==> config.mk <==
export PLATFORM = sky130hd
export DESIGN_NAME = prio_drain
export DESIGN_NICKNAME = d
export VERILOG_FILES = /design/src/rtl/prio_drain.sv
export SDC_FILE = /design/constraint.sdc
export NUM_CORES = 1
export LEC_CHECK = 0
export BUFFER_PORTS_ARGS = -buffer_cell sky130_fd_sc_hd__buf_4
export CORE_ASPECT_RATIO = 0.6
export CORE_MARGIN = 3
export CORE_UTILIZATION = 25
export CTS_CLUSTER_DIAMETER = 100
export DETAILED_ROUTE_END_ITERATION = 10
export PLACE_DENSITY_LB_ADDON = 0.25
export SKIP_CTS_REPAIR_TIMING = 1
export SLEW_MARGIN = 20
export SYNTH_ARGS = -nofsm -noshare
export SYNTH_HDL_FRONTEND = slang
export SYNTH_SLANG_ARGS = --single-unit
==> constraint.sdc <==
create_clock -name clk -period 5 [get_ports clk]
set_clock_uncertainty 0.1 [all_clocks]
set_input_delay 1 -clock clk [delete_from_list [all_inputs] [get_ports clk]]
set_output_delay 1 -clock clk [all_outputs]
set_load 0.02 [all_outputs]
==> src/rtl/prio_drain.sv <==
// prio_drain: accepts a request vector and replays each set bit as a one-hot
// grant beat, highest index first, with its binary index and a last flag.
module prio_drain #(
    parameter int unsigned DW = 8,
    parameter int unsigned IW = 3
) (
    input  logic          clk,
    input  logic          nreset,
    input  logic          in_valid,
    output logic          in_ready,
    input  logic [DW-1:0] in,
    output logic          out_valid,
    input  logic          out_ready,
    output logic [DW-1:0] out,
    output logic [IW-1:0] out_idx,
    output logic          out_last,
    output logic          busy
);

    typedef enum logic [0:0] {
        StIdle,
        StDrain
    } state_e;

    state_e        state_q, state_d;
    logic [DW-1:0] pending_q, pending_d;

    logic [IW-1:0] top_idx;
    logic [DW-1:0] top_onehot;
    logic          single;

    // Ascending scan so the highest set bit wins.
    always_comb begin
        top_idx = '0;
        for (int i = 0; i < DW; i++) begin
            if (pending_q[i]) begin
                top_idx = IW'(i);
            end
        end
        top_onehot = DW'(1) << top_idx;
        single     = (pending_q & (pending_q - DW'(1))) == '0;
    end

    always_comb begin
        state_d   = state_q;
        pending_d = pending_q;
        in_ready  = 1'b0;
        out_valid = 1'b0;
        out       = '0;
        out_idx   = '0;
        out_last  = 1'b0;
        busy      = 1'b0;
        unique case (state_q)
            StIdle: begin
                in_ready = 1'b1;
                // An all-zero vector is consumed without producing a beat.
                if (in_valid && (in != '0)) begin
                    pending_d = in;
                    state_d   = StDrain;
                end
            end
            StDrain: begin
                out_valid = 1'b1;
                busy      = 1'b1;
                out       = top_onehot;
                out_idx   = top_idx;
                out_last  = single;
                if (out_ready) begin
                    pending_d = pending_q & ~top_onehot;
                    if (single) begin
                        state_d = StIdle;
                    end
                end
            end
            default: begin
                state_d   = StIdle;
                pending_d = '0;
            end
        endcase
    end

    always_ff @(posedge clk or negedge nreset) begin
        if (!nreset) begin
            state_q   <= StIdle;
            pending_q <= '0;
        end else begin
            state_q   <= state_d;
            pending_q <= pending_d;
        end
    end

endmodule

==> results list <==
- Final Net Count: around 120
- I/O Buffers: 26
* Total nets after synthesis: 95
- Total via count after detailed routing: between 700 and 800
* Root Buffer Master: sky130_fd_sc_hd__clkbuf_8
* Critical Path RT: 3.90 ns
- Vias per std cell: 5.39
* Number of placement rows: 14
- Yosys printed 0 warnings.
- Clock tree from TritonCTS: built
* Total Die Area: approximately 3500 sq um
- Number of endpoints failing setup at the final stage: 0
* Layout area overhead: 33.8%
* Vias in the first global route: 677
* Avg WL per Cell: ~15 um
* Worst endpoint data arrival time: 2.21 ns
* Post-Syn Area: 711 sq um
* Core ar.: 2610 sq um
* Clock power frac: 0.134
- Antenna Violating Nets Remaining: 0
* Antenna Cells: 0
* Initial cell density of the core: 0.272
* Post-CTS clock slew at the launch and capture registers of the worst setup and hold paths: 0.05 ns
- The wire-length estimate of the detail-placed layout is around 1.6 mm.
- Initial antenna violation count: 0
* Fraction of power spent switching nets: 0.502
- Worst Setup Start Kind: register
- Clock period minus worst slack: 3.31 ns
* Standby leakage power: 0.430 nW
- Measured along the y axis, the die boundary spans 47.3 um.
- Final setup TNS: 0 ns
* Initial DRC count: 39
- The tool flagged a number of max-cap violations equal to 0.
- Number of clock sinks seen by CTS: 9
- At the pin with the least slew margin, the transition time is 0.795 ns.
- Die Span X: 74.8 um
* Post-route total power: 639 uW
- Number of failing hold endpoints at the final stage: 0
- Of the cells placed in the final design, the portion with a size suffix greater than 1 is 0.333.
* Count of boundary I/O pins: 27
* Internal Dissipation: 318 uW
* Worst setup EP type: output pin
- Layout Cells excl Fill: 140
- Setup slack closes at 1.69 ns.
- Number of H-tree levels: 1
- Power spread over the standard cell area amounts to between 600 and 700 nW/um^2.
- Final max-slew violation count: 0
- After detailed placement, the design holds a cell count of 136.
* Unrepaired setup endpoints after global routing: false
* Combinational power share: 0.617
* Rel. slew slack: 0.465
- The worst setup path is of the reg2out kind.
- Clk Latency, worst-skew pair: 0.24 ns
* Status: completed
- Flip-flop and latch count after synthesis: 9
- The path class of the tightest hold or removal check is in2async.
- Number of CTS-inserted buffers: 3
* Part of the Yosys area used for sequential elements: 0.317
* Final GP Congestion: 0.769
* Synthesized netlist cell count: 83
- Drt total wl: 2.11 mm
* Clock buffer depth: 2
- The share of total power dissipated in sequential elements is 0.249.
- Across every metal layer, demand over resource in global routing totals 0.134.
* Worst-path maximum fanout: 12
- For this run, the detailed router's first-pass iteration total came to 4.
- The netlist uses 37 different library cells.
* Fmax: 302 MHz
- Maximum number of pins on one net before global-route repair: 17
* Total net switching power: 321 uW
- Peak supply drop: 0.321 mV
* Average cell area after synthesis: 8.56 sq um
* Ratio of final minimum period to clock period: 0.662
- Global routing finished with a remaining overflow of 0.
* Post-detailed-route DRC marker count: 0
- The first global-routing pass estimated 3.43 mm of wire.
* Worst setup slack before clock tree synthesis: 1.95 ns
Yosys cell counts (all sizes together):
library cell / count / area (sq um)
o311ai: 2 / 17.5
nor4: 3 / 18.8
o21ai: 3 / 26.3
or4: 3 / 23.8
a22o: 3 / 27.5
nand3: 7 / 35.0
inv: 4 / 15.0
nor3: 3 / 20.0
clkbuf: 3 / 21.3
and2: 1 / 6.26
a21o: 1 / 7.51
nor2b: 2 / 12.5
buf: 2 / 18.8
a32oi: 2 / 17.5
nand2: 11 / 41.3
nor2: 6 / 22.5
dfrtp: 9 / 225
and3: 2 / 13.8
a21oi: 4 / 20.0
o21bai: 1 / 7.51
maj3: 1 / 10.0
a2bb2oi: 1 / 8.76
or3: 1 / 6.26
a2111oi: 3 / 51.3
nor4b: 1 / 8.76
nand2b: 2 / 12.5
o31ai: 1 / 7.51
o211ai: 1 / 7.51
cell families after synthesis:
kind of cell / Yosys count / share of synthesized area
fa+ha+maj: 1 / 0.0141
compound gates: 22 / 0.280
flops: 9 / 0.317
simple gates: 42 / 0.312
buf+inv: 9 / 0.0775
per-layer routing:
layer	up-vias	GRT usage	share of wire
met4	0	0.0319	0.0081
met2	30	0.180	0.41
met1	353	0.195	0.49
met3	4	0.0577	0.097
li1	368	-	-
met5	-	0	0
cells in the final DEF (no fill, tap or decap), drive strengths merged:
cell type / count
nand3: 7
nor4: 3
a2111oi: 3
and2: 1
buf: 26
or4: 3
a2bb2oi: 1
nand2: 11
o21bai: 1
inv: 4
a32oi: 2
o211ai: 1
and3: 2
a21oi: 4
o311ai: 2
nor4b: 1
o31ai: 1
nor2b: 2
a22o: 3
o21ai: 3
maj3: 1
nor2: 6
nor3: 3
nand2b: 2
clkbuf: 4
a21o: 1
or3: 1
dfrtp: 9
worst max-delay path, stage by stage (launching register included):
cell and delay [ns]:
sky130_fd_sc_hd__dfrtp_1 0.49, sky130_fd_sc_hd__or4_1 0.74, sky130_fd_sc_hd__a2111oi_4 0.41, sky130_fd_sc_hd__nor3_2 0.08, sky130_fd_sc_hd__nor2_1 0.11, sky130_fd_sc_hd__buf_4 0.14
power by group through the flow:
stage	clock [mW]	sequential (mW)	combinational (mW)
6_report	0.0854	0.159	0.394
3_3_place_gp	0	0.158	0.393
5_1_grt	0.0913	0.165	0.430
3_5_place_dp	0	0.159	0.393
2_1_floorplan	0	0.139	0.283
4_1_cts	0.0867	0.158	0.394
through the flow:
step	hold WS [ns]	instance area, sq um	util
after floorplan	0.443	711	-
after global placement	0.509	906	0.347
after detailed placement	0.514	906	0.347
after CTS	0.484	951	0.364
after global routing	0.487	951	0.364
final	0.481	951	0.364
area by class of cell:
class                      instances  area, sq um
timing repair buffer              26          195
multi-input combinational         65          430
inverter                           4         15.0
sequential                         9          225
fill                             251         1660
clock buffer                       4         45.0
tap                               32         40.0
registers in the layout (all words and copies together), names as in the netlist:
name	count
pending_q	8
state_q	1
worst paths after layout:
path                                          startpoint                       end  slack (ns)  cells past startpoint
worst max-delay path            pending_q[5]$_DFFE_PN0P_                  out_last        1.69                      5
worst min-delay path                              nreset  pending_q[4]$_DFFE_PN0P_        0.48                      1
worst max register to register  pending_q[5]$_DFFE_PN0P_         state_q$_DFF_PN0_        2.88                      4
worst min register to register  pending_q[6]$_DFFE_PN0P_  pending_q[6]$_DFFE_PN0P_        0.53                      1
max in group asynchronous                         nreset         state_q$_DFF_PN0_        4.18                      1
min in group clk                pending_q[6]$_DFFE_PN0P_  pending_q[6]$_DFFE_PN0P_        0.53                      1
(Power assumes the default switching activity.)
